--- config.mk ---
export PLATFORM = sky130hd
export DESIGN_NAME = exp_aoi_capture_flat
export DESIGN_NICKNAME = d
export VERILOG_FILES = /design/src/rtl/exp_aoi_capture_if.sv /design/src/rtl/exp_aoi_capture.sv /design/src/flat_wrapper.sv
export SDC_FILE = /design/constraint.sdc
export NUM_CORES = 1
export LEC_CHECK = 0
export CAP_MARGIN = 40
export CORE_MARGIN = 1.5
export CORE_UTILIZATION = 35
export CTS_CLUSTER_SIZE = 16
export DETAILED_ROUTE_END_ITERATION = 10
export PLACE_DENSITY = 0.67
export SLEW_MARGIN = 0
export SYNTH_ARGS = -nofsm -noshare
export SYNTH_HDL_FRONTEND = slang
export SYNTH_SLANG_ARGS = --single-unit
export TNS_END_PERCENT = 30
--- constraint.sdc ---
create_clock -name clk -period 2.7 [get_ports clk]
set_input_delay 0.54 -clock clk [delete_from_list [all_inputs] [get_ports clk]]
set_output_delay 0.54 -clock clk [all_outputs]
set_load 0.05 [all_outputs]
--- src/rtl/exp_aoi_capture_if.sv ---
// Bus bundle for exp_aoi_capture: AND/expander inputs and qualified AOI outputs.
interface exp_aoi_capture_if #(
  parameter int unsigned NUM_EXP = 2,
  parameter int unsigned NUM_AND = 2
);
  logic                   en;
  logic                   clr_fault;
  logic [4*NUM_AND-1:0]   and_in;
  logic [NUM_EXP-1:0]     exp_x;
  logic [NUM_EXP-1:0]     exp_xbar;
  logic                   y;
  logic                   y_valid;
  logic                   change;
  logic                   fault;
  logic [NUM_EXP-1:0]     fault_pair;

  modport master (
    output en, clr_fault, and_in, exp_x, exp_xbar,
    input  y, y_valid, change, fault, fault_pair
  );

  modport slave (
    input  en, clr_fault, and_in, exp_x, exp_xbar,
    output y, y_valid, change, fault, fault_pair
  );
endinterface

--- src/rtl/exp_aoi_capture.sv ---
// Expandable AND-OR-INVERT capture stage: registers the AND terms and expander
// X/XBAR pairs, debounces the AOI result and flags non-complementary pairs.
// Optional: define EXP_AOI_TOGGLE_CNT_EN to add the saturating toggle_cnt output.
module exp_aoi_capture #(
  parameter int unsigned NUM_EXP       = 2,
  parameter int unsigned NUM_AND       = 2,
  parameter int unsigned STABLE_CYCLES = 3,
  parameter int unsigned FAULT_LIMIT   = 2
) (
  input  logic                   clk,
  input  logic                   rst_n,
  exp_aoi_capture_if.slave       bus
`ifdef EXP_AOI_TOGGLE_CNT_EN
  ,
  output logic [7:0]             toggle_cnt
`endif
);

  localparam int unsigned AW = 4 * NUM_AND;
  localparam int unsigned CW = 4;

  typedef enum logic [1:0] {S_IDLE, S_ACQUIRE, S_LOCKED, S_FAULT} state_t;

  state_t             state, state_nxt;
  logic [AW-1:0]      and_q;
  logic [NUM_EXP-1:0] x_q, xb_q;
  logic [NUM_AND-1:0] and_term;
  logic [NUM_EXP-1:0] faulty_v;
  logic               any_faulty, raw;
  logic               cand, cand_nxt;
  logic [CW-1:0]      cnt, cnt_nxt;
  logic [CW-1:0]      fcnt, fcnt_inc, fcnt_nxt;
  logic               fault_hit, clr_ok;
  logic               y_q, y_nxt;
  logic               y_valid_q, y_valid_nxt;
  logic               change_q, change_nxt;
  logic               fault_q, fault_nxt;
  logic [NUM_EXP-1:0] fault_pair_q, fault_pair_nxt;

  // Input sample stage: one cycle of latency, everything below uses these copies
  always_ff @(posedge clk) begin
    if (!rst_n) begin
      and_q <= '0;
      x_q   <= '0;
      xb_q  <= '0;
    end else begin
      and_q <= bus.and_in;
      x_q   <= bus.exp_x;
      xb_q  <= bus.exp_xbar;
    end
  end

  // Local 4-input AND terms
  always_comb begin
    and_term = '0;
    for (int k = 0; k < int'(NUM_AND); k++) begin
      and_term[k] = &and_q[4*k +: 4];
    end
  end

  assign faulty_v   = ~(x_q ^ xb_q);
  assign any_faulty = |faulty_v;
  assign raw        = ~((|and_term) | (|(x_q & ~xb_q)));
  assign fcnt_inc   = !any_faulty ? CW'(0) :
                      (fcnt == CW'(FAULT_LIMIT)) ? fcnt : CW'(fcnt + CW'(1));
  assign fault_hit  = (fcnt_inc == CW'(FAULT_LIMIT));
  assign clr_ok     = bus.clr_fault && !any_faulty;

  // State and datapath registers
  always_ff @(posedge clk) begin
    if (!rst_n) begin
      state        <= S_IDLE;
      cand         <= 1'b0;
      cnt          <= '0;
      fcnt         <= '0;
      y_q          <= 1'b1;
      y_valid_q    <= 1'b0;
      change_q     <= 1'b0;
      fault_q      <= 1'b0;
      fault_pair_q <= '0;
    end else begin
      state        <= state_nxt;
      cand         <= cand_nxt;
      cnt          <= cnt_nxt;
      fcnt         <= fcnt_nxt;
      y_q          <= y_nxt;
      y_valid_q    <= y_valid_nxt;
      change_q     <= change_nxt;
      fault_q      <= fault_nxt;
      fault_pair_q <= fault_pair_nxt;
    end
  end

  // Next state: fault detection beats EN low, which beats debounce
  always_comb begin
    state_nxt = state;
    cand_nxt  = cand;
    cnt_nxt   = cnt;
    fcnt_nxt  = fcnt_inc;
    if (state == S_FAULT) begin
      if (clr_ok) begin
        state_nxt = S_IDLE;
        cnt_nxt   = '0;
        fcnt_nxt  = '0;
      end
    end else if (fault_hit) begin
      state_nxt = S_FAULT;
    end else if (!bus.en) begin
      state_nxt = S_IDLE;
    end else begin
      case (state)
        S_IDLE: begin
          state_nxt = S_ACQUIRE;
          cand_nxt  = raw;
          cnt_nxt   = CW'(1);
        end
        S_ACQUIRE: begin
          if (raw == cand) begin
            cnt_nxt = CW'(cnt + CW'(1));
          end else begin
            cand_nxt = raw;
            cnt_nxt  = CW'(1);
          end
          if (cnt_nxt == CW'(STABLE_CYCLES)) state_nxt = S_LOCKED;
        end
        S_LOCKED: begin
          if (raw != y_q) begin
            state_nxt = S_ACQUIRE;
            cand_nxt  = raw;
            cnt_nxt   = CW'(1);
          end
        end
        default: state_nxt = S_IDLE;
      endcase
    end
  end

  // Output next values: Y only moves on completion of an acquire
  always_comb begin
    y_nxt          = y_q;
    y_valid_nxt    = y_valid_q;
    change_nxt     = 1'b0;
    fault_nxt      = fault_q;
    fault_pair_nxt = fault_pair_q;
    if (state == S_FAULT) begin
      y_valid_nxt    = 1'b0;
      fault_pair_nxt = fault_pair_q | faulty_v;
      if (clr_ok) begin
        fault_nxt      = 1'b0;
        fault_pair_nxt = '0;
      end
    end else if (fault_hit) begin
      fault_nxt      = 1'b1;
      y_valid_nxt    = 1'b0;
      fault_pair_nxt = fault_pair_q | faulty_v;
    end else if (!bus.en || state == S_IDLE) begin
      y_valid_nxt = 1'b0;
    end else if (state == S_ACQUIRE && state_nxt == S_LOCKED) begin
      y_nxt       = cand_nxt;
      y_valid_nxt = 1'b1;
      change_nxt  = (cand_nxt != y_q);
    end
  end

`ifdef EXP_AOI_TOGGLE_CNT_EN
  // Saturating count of CHANGE pulses, cleared by reset only
  always_ff @(posedge clk) begin
    if (!rst_n) begin
      toggle_cnt <= '0;
    end else if (change_nxt && toggle_cnt != 8'hFF) begin
      toggle_cnt <= 8'(toggle_cnt + 8'd1);
    end
  end
`endif

  assign bus.y          = y_q;
  assign bus.y_valid    = y_valid_q;
  assign bus.change     = change_q;
  assign bus.fault      = fault_q;
  assign bus.fault_pair = fault_pair_q;

endmodule

--- src/flat_wrapper.sv ---
// flat-port wrapper written by rule: the top's interface ports become plain ports
module exp_aoi_capture_flat 
#(
  parameter int unsigned NUM_EXP       = 2,
  parameter int unsigned NUM_AND       = 2,
  parameter int unsigned STABLE_CYCLES = 3,
  parameter int unsigned FAULT_LIMIT   = 2
)
  (clk, rst_n, bus_en, bus_clr_fault, bus_and_in, bus_exp_x, bus_exp_xbar, bus_y, bus_y_valid, bus_change, bus_fault, bus_fault_pair);
  exp_aoi_capture_if #(.NUM_EXP(NUM_EXP), .NUM_AND(NUM_AND)) bus_i ();
  input  logic clk;
  input  logic rst_n;
  input wire logic [$bits(bus_i.en)-1:0] bus_en;
  input wire logic [$bits(bus_i.clr_fault)-1:0] bus_clr_fault;
  input wire logic [$bits(bus_i.and_in)-1:0] bus_and_in;
  input wire logic [$bits(bus_i.exp_x)-1:0] bus_exp_x;
  input wire logic [$bits(bus_i.exp_xbar)-1:0] bus_exp_xbar;
  output wire logic [$bits(bus_i.y)-1:0] bus_y;
  output wire logic [$bits(bus_i.y_valid)-1:0] bus_y_valid;
  output wire logic [$bits(bus_i.change)-1:0] bus_change;
  output wire logic [$bits(bus_i.fault)-1:0] bus_fault;
  output wire logic [$bits(bus_i.fault_pair)-1:0] bus_fault_pair;
  assign bus_i.en = bus_en;
  assign bus_i.clr_fault = bus_clr_fault;
  assign bus_i.and_in = bus_and_in;
  assign bus_i.exp_x = bus_exp_x;
  assign bus_i.exp_xbar = bus_exp_xbar;
  assign bus_y = bus_i.y;
  assign bus_y_valid = bus_i.y_valid;
  assign bus_change = bus_i.change;
  assign bus_fault = bus_i.fault;
  assign bus_fault_pair = bus_i.fault_pair;
  exp_aoi_capture #(.NUM_EXP(NUM_EXP), .NUM_AND(NUM_AND), .STABLE_CYCLES(STABLE_CYCLES), .FAULT_LIMIT(FAULT_LIMIT)) u_core (.clk(clk), .rst_n(rst_n), .bus(bus_i));
endmodule
# Word level (Yosys, flattened, before mapping)
# Cells that the tools add are included.
# word_totals
register_bits	29
in_bits	16
out_inout_bits	6
word_cells	92
# classes
add_sub_neg	2
eq_ne	13
muxes	34
n_bitwise	12
reduce_logical	19
# ops
operator	n
two-way mux 4 bit	14
two-way mux 2 bit	9
equality test 4 x 2 -> 1 bit, second input constant	3
one-hot mux 4 bit (3 select lines)	1
AND reduction 4 bit	3
adder 4 x 1 -> 4 bit, second input constant	2
two-way mux 1 bit	8
equality test 2 bit, second input constant	3
inverter 1 bit	6
one-hot mux 2 bit (3 select lines)	1
OR reduction 2 bit	3
AND reduction 5 bit	1
OR reduction 5 bit	1
inverter 2 bit	2
nonzero test 2 bit	2
nonzero test 4 bit	1
OR reduction 4 bit	1
inequality test 3 x 1 -> 1 bit, second input constant	1
one-hot mux 1 bit (3 select lines)	1
bitwise AND 2 bit	1
equality test 2 x 1 -> 1 bit, second input constant	1
logical AND 1 bit	2
zero test 1 bit	2
zero test 2 bit	1
other kinds (9)	10

# Depth between registers and ports, before layout
# Gate-level depths: netlist of run 1.
# depth
depth_word	21
mapped_depth	12
mapped_depth_nobuf	12

# Worst setup path before layout of run 1
# Ideal clock, no wire load.
# synth_timing
path_type	register to register
startpoint	register u_core.xb_q[1]
endpoint	register u_core.y_q (netlist: u_core.bus.y)
setup_ps	121
t_arrival_ps	2241
required_time_ps	2579
setup_slack_ps	338
path_stages_with_launch	13
path_buffers	0
synth_period_minus_slack_ps	2362
path_cell_list	dfxtp_1 > inv_1 > ha_1 > nor2_1 > nand3_1 > inv_1 > ha_1 > nand2_1 > or4_1 > a21o_1 > o31ai_1 > nand4_1 > mux2_2
# synth_between
elab_chain_len	20
word_cells_on_any_way	37
cone_classes	eq/ne (5); mux (19); bitwise (7); reduce/logical (6)
# synth_rtl
element	line_no	rtl
start, declared	exp_aoi_capture.sv:26	logic [NUM_EXP-1:0] x_q, xb_q;
start signal, assigned	exp_aoi_capture.sv:49	xb_q <= bus.exp_xbar;
inverter 2 bit	exp_aoi_capture.sv:63	assign raw = ~((|and_term) | (|(x_q & ~xb_q)));
bitwise AND 2 bit	exp_aoi_capture.sv:63	
OR reduction 2 bit	exp_aoi_capture.sv:63	
bitwise OR 1 bit	exp_aoi_capture.sv:63	
inverter 1 bit	exp_aoi_capture.sv:63	
equality test 1 bit	exp_aoi_capture.sv:118	if (raw == cand) begin
two-way mux 4 bit	exp_aoi_capture.sv:118	
two-way mux 4 bit	exp_aoi_capture.sv:111	case (state)
(+4 left out)	--	
two-way mux 2 bit	exp_aoi_capture.sv:124	if (cnt_nxt == CW'(STABLE_CYCLES)) state_nxt = S_LOCKED;
one-hot mux 2 bit (3 select lines)	exp_aoi_capture.sv:111	
two-way mux 2 bit	exp_aoi_capture.sv:108	end else if (!bus.en) begin
two-way mux 2 bit	exp_aoi_capture.sv:106	end else if (fault_hit) begin
two-way mux 2 bit	exp_aoi_capture.sv:100	if (state == S_FAULT) begin
equality test 2 bit	exp_aoi_capture.sv:158	end else if (state == S_ACQUIRE && state_nxt == S_LOCKED) begin
logical AND 1 bit	exp_aoi_capture.sv:158	
AND reduction 4 bit (no source line)	--	
end signal, assigned	exp_aoi_capture.sv:86	y_q <= y_nxt;
end, declared	exp_aoi_capture.sv:34	logic y_q, y_nxt;
# Parallel ways exist; a longest one is shown, timed or not. The select of a mux whose other input is x is not followed.
# A chain may end at the register's enable or synchronous reset.

# Worst setup path after layout of run 1
# layout_timing
startpoint	register u_core.fcnt[0]
endpoint	register u_core.y_q (netlist: u_core.bus.y)
# layout_between
elab_chain_len	9
word_cells_on_any_way	13
cone_classes	add/sub (1); eq/ne (3); mux (6); bitwise (1); reduce/logical (2)
# layout_rtl
element	line_no	rtl
start, declared	exp_aoi_capture.sv:32	logic [CW-1:0] fcnt, fcnt_inc, fcnt_nxt;
start signal, assigned	exp_aoi_capture.sv:85	fcnt <= fcnt_nxt;
adder 4 x 1 -> 4 bit or equality test 4 x 2 -> 1 bit (tied branches)	exp_aoi_capture.sv:65	(fcnt == CW'(FAULT_LIMIT)) ? fcnt : CW'(fcnt + CW'(1));
two-way mux 4 bit (*)	exp_aoi_capture.sv:65	
two-way mux 4 bit (*)	exp_aoi_capture.sv:64	assign fcnt_inc = !any_faulty ? CW'(0) :
equality test 4 x 2 -> 1 bit (*)	exp_aoi_capture.sv:66	assign fault_hit = (fcnt_inc == CW'(FAULT_LIMIT));
two-way mux 2 bit	exp_aoi_capture.sv:106	
two-way mux 2 bit	exp_aoi_capture.sv:100	
equality test 2 bit	exp_aoi_capture.sv:158	
logical AND 1 bit	exp_aoi_capture.sv:158	
AND reduction 4 bit (no source line)	--	
# Every way passes the cells marked *; elsewhere a longest branch is shown, timed or not.

==> results of run 1 <==
-- logic make-up (layout without fill, tap and decap cells) --
kind of cell | count (synthesis) | in the layout
XOR/XNOR | 3 | 3
adder cells (fa/ha/maj) | 11 | 11
multiplexers | 3 | 3
AO/OA/AOI/OAI | 34 | 34
AND/OR/NAND/NOR | 68 | 68
flip-flops | 29 | 29
buffers and inverters | 14 | 44
-- layer usage --
metal	GRT usage (%)	up-vias	share of wire, %
li1	-	631	-
met1	17.7	569	47
met2	24.1	25	46
met3	4.61	8	4.1
met4	8.25	0	2.7
met5	0	-	0
-- per-stage QoR --
stage	power [W]	setup slack, ps	hold WS [ps]
final	0.00127	150	449
after global placement	0.000798	198	442
after global routing	0.00135	3.63	493
after detailed placement	0.000797	124	447
after floorplan	0.000714	338	458
after CTS	0.00127	98.1	456
-- layout make-up --
type | instances | area, µm² | share of cell area (%)
timing repair buffer | 25 | 240 | 12.5
tap | 50 | 62.6 | 3.26
clock buffer | 6 | 82.6 | 4.30
multi-input combinational | 119 | 875 | 45.6
sequential | 29 | 581 | 30.2
clock inverter | 2 | 37.5 | 1.96
inverter | 11 | 41.3 | 2.15
-- tightest hold or removal path, delay by kind of cell (launching register included) --
family	cells	cell delay [ps]
DFF	1	300
buffers and inverters	1	50
AOI/OAI and AO/OA	1	50
-- flip-flops by register name, indices dropped and copies added, names as in the netlist --
register,cells
u_core.x_q,2
u_core.fcnt,4
u_core.bus.y_valid,1
u_core.cand,1
u_core.cnt,4
u_core.bus.y,1
u_core.xb_q,2
u_core.bus.change,1
u_core.state,2
u_core.bus.fault,1
u_core.and_q,8
u_core.bus.fault_pair,2
-- where the power goes --
part / internal, W / switching (W) / total (W)
Combinational: 0.000141 / 0.000175 / 0.000316
Clock: 0.000299 / 0.000166 / 0.000466
Sequential: 0.000463 / 0.0000288 / 0.000491
Total: 0.000903 / 0.000370 / 0.00127
-- repair_timing --
| item | 4_1_cts | 5_1_grt |
|---|---|---|
| resized for setup | 0 | 5 |
| buffers inserted | 0 | 3 |
| hold endpoints to repair | 0 | 0 |
| endpoints found under the setup margin | 0 | 3 |
-- how the worst max path moves through the flow --
stage | startpoint | endpoint | slack, ps
after global routing | u_core.xb_q[1]$_SDFF_PN0_ | u_core.bus.change$_SDFF_PP0_ | 4
final | u_core.fcnt[0]$_SDFF_PN0_ | u_core.bus.y$_SDFFE_PN1P_ | 150
after floorplan | u_core.xb_q[1]$_SDFF_PN0_ | u_core.bus.y$_SDFFE_PN1P_ | 340
after CTS | u_core.xb_q[1]$_SDFF_PN0_ | u_core.bus.y$_SDFFE_PN1P_ | 100
after global placement | u_core.fcnt[0]$_SDFF_PN0_ | u_core.bus.y$_SDFFE_PN1P_ | 200
after detailed placement | u_core.xb_q[1]$_SDFF_PN0_ | u_core.bus.y$_SDFFE_PN1P_ | 120
-- cell usage after synthesis, types with 2 or more instances --
| cell | instances | area [µm²] |
|---|---|---|
| sky130_fd_sc_hd__and2_1 | 13 | 81.3 |
| sky130_fd_sc_hd__inv_1 | 11 | 41.3 |
| sky130_fd_sc_hd__dfxtp_1 | 29 | 581 |
| sky130_fd_sc_hd__a31oi_1 | 3 | 18.8 |
| sky130_fd_sc_hd__nand4_1 | 3 | 18.8 |
| sky130_fd_sc_hd__o21ai_0 | 7 | 35.0 |
| sky130_fd_sc_hd__ha_1 | 11 | 138 |
| sky130_fd_sc_hd__nand2b_1 | 2 | 12.5 |
| sky130_fd_sc_hd__xor2_1 | 3 | 26.3 |
| sky130_fd_sc_hd__or2b_1 | 2 | 15.0 |
| sky130_fd_sc_hd__nand2_1 | 11 | 41.3 |
| sky130_fd_sc_hd__nor2_1 | 11 | 41.3 |
| sky130_fd_sc_hd__nand3_1 | 7 | 35.0 |
| sky130_fd_sc_hd__nor3_1 | 5 | 25.0 |
| sky130_fd_sc_hd__o31ai_1 | 2 | 15.0 |
| sky130_fd_sc_hd__clkbuf_1 | 3 | 11.3 |
| sky130_fd_sc_hd__nor2b_1 | 4 | 25.0 |
| sky130_fd_sc_hd__a21oi_1 | 6 | 30.0 |
| sky130_fd_sc_hd__a21boi_0 | 4 | 30.0 |
==> metrics list, run 1 <==
* Outcome: finished clean
* Clock Skews: 5.04 ps
- Top Family by Delay on Critical Path: multiplexers
* Distinct cells, synth: 44
- Crit-path cells: inv_1 > ha_1 > mux2_4 > or3_4 > a2111oi_4 > buf_4 > o31ai_4 > nand4_1 > mux2_2
- Fmax: 392 MHz
* Number of setup violations in the final report: 0
- Beginning of the worst register-to-register path: u_core.fcnt[0]$_SDFF_PN0_
- Summing over every cut layer, the via total after detailed routing is 1233.
- The startpoint identified for the worst hold timing path is u_core.bus.y_valid$_SDFFE_PP0N_.
* Sequential area share after synthesis: 39.4%
* Number of clock sinks: 29
- The largest individual stage delay along the critical path comes from the cell sky130_fd_sc_hd__dfxtp_1.
- Element type at the critical path start: flip-flop
* Site Rows: 23
- Counting every net in the synthesized netlist gives 189.
* Post-route cell area: approximately 1900 µm²
* RSZ-0062 raised after global routing: no
- The library cell used most frequently in the layout, excluding fill and tap cells, is sky130_fd_sc_hd__dfxtp_1.
- Required time of the critical path: 2870 ps
- Final routed wirelength across all metal layers: 2.91 mm
* Area added between synthesis and finish: 30.2%
- Synthesis-stage register bit count: 29
* Final cell utilization of the core: between 40% and 50%
* Yosys Warn Count: 0
- Power spread over the standard cell area amounts to 663 nW/µm².
- Path depth of the worst reg2reg path: 9
- Hold Vio Cnt, Final: 0
- In the final design database the tool counted 218 nets.
* Instance count after placement with tap cells included: 231
- Flop2flop setup slack: 150 ps
* Wire length per cell: 12.0 µm
- Reg clk slew, reported paths: 60 ps
- The most used flip-flop cell after synthesis is sky130_fd_sc_hd__dfxtp_1.
- In this run, synthesis inferred 0 flip-flops with an integrated enable.
* Final cell count without fillers: roughly 240
* DRC Markers: 0
* HPWL after detailed placement: approximately 2.2 mm
- The worst setup path is captured at a flip-flop.
- The worst hold path was traced through 2 stages.
- In the finished design, the share of the clock period the worst path needs comes to 94.5%.
* Number of antenna violations at the first check in global routing: 0
- Across the run, the number of max-cap violations was 0.
- The number of buffers and inverters on the critical path is 2.
- The first detailed-routing pass ran for 4 iterations.
- Via/cell ratio: between 5 and 6
* Leakage power figure: 0.749 nW
- The synthesized netlist devotes 1.78% of its cell area to XOR and XNOR gates.
- In this run the count of I/O pins placed on the die edge is 22.
- The worst-case IR drop observed on VDD is 0.305 mV.
- Clock tree from TritonCTS: built
* Area of the die: 4610 µm²
- Worst path depth: 9
- The clock passes through at most 2 buffers.
* Total core area: about 4000 µm²
* Reg-to-reg critical path endpoint: u_core.bus.y$_SDFFE_PN1P_
- Synthesis handed over a netlist of 162 instances.
- The worst setup path is of the reg2reg kind.
- Number of buffers created by CTS: 5
- Synthesized area per cell: 9.10 µm²
* Pin count of the biggest net entering global routing: 17
- After Yosys synthesis, full adders, half adders and majority gates account for 9.34% of the synthesized area.
- On the worst path, the slowest cell contributes a delay of 400 ps.
* Main combinational cell family by area after synthesis: simple AND/OR/NAND/NOR gates
- CTS built an H-tree with a depth of 2.
- For the worst setup path, the data arrival time is 2720 ps.
- In this run the cell area of the synthesized design comes to 1470 µm².
- Transition time at the pin with the least slew margin: ~690 ps
- For hold timing, the worst endpoint is u_core.bus.y_valid$_SDFFE_PP0N_.
- The worst path in the final design needs a cycle of 2550 ps, including I/O delays and setup.
- Fraction of layout cells with a size suffix above 1: between 10% and 20%
- Mux share of post-synthesis cell area: 2.46%
* Via count of the first global-routing pass: 1176
* Final GP Congestion: 0.912
- The count of nets left with antenna violations once routing finished came out at 0.
* Residual overflow from global routing: 0
- Wire length of the first global-routing pass: roughly 5.0 mm
* Number of fillers in the final layout: slightly below 400
- HP Class: reg2reg
* Async set-reset flop share out of synthesis: 0%
- Width of the die: 67.9 µm
- Setup total negative slack on the finished layout was measured at 0 ps.
* Number of port buffers: 21
* Leading cell types in the layout, fill and taps excluded: 29 x sky130_fd_sc_hd__dfxtp_1, 21 x sky130_fd_sc_hd__clkdlybuf4s50_1, 13 x sky130_fd_sc_hd__and2_1
* Antenna cells: 0
- Post-detailed-placement cell area: 1740 µm²
- Hold_buf cts: 0
- Iteration-0 DRC count of the detailed router: 30
- Synthesized-area fraction occupied by and/or/nand/nor cells: about a quarter
- Clk root buf: sky130_fd_sc_hd__clkbuf_8
* Vertical extent of the die: 67.9 µm
- In this run the worst path has a maximum fanout of 5.
- Max-slew violation count: 0
- Clock latency on the worst-skew pair: 280 ps
- Headroom to the max-slew limit came out at 53.7%.
- The synthesized netlist devotes between 15 and 20% of its cell area to compound gates.
- In the global route stage, overall resource usage came out at approximately 15%.
* Starting Density: 36.6%
No activity file was read; power rests on OpenSTA's default activity.
==> run 2, diff against run 1 <==
CTS_CLUSTER_DIAMETER = 60   (was default)
==> results of run 2 <==
Final layout, timing and power as in run 1 (identical DEF).
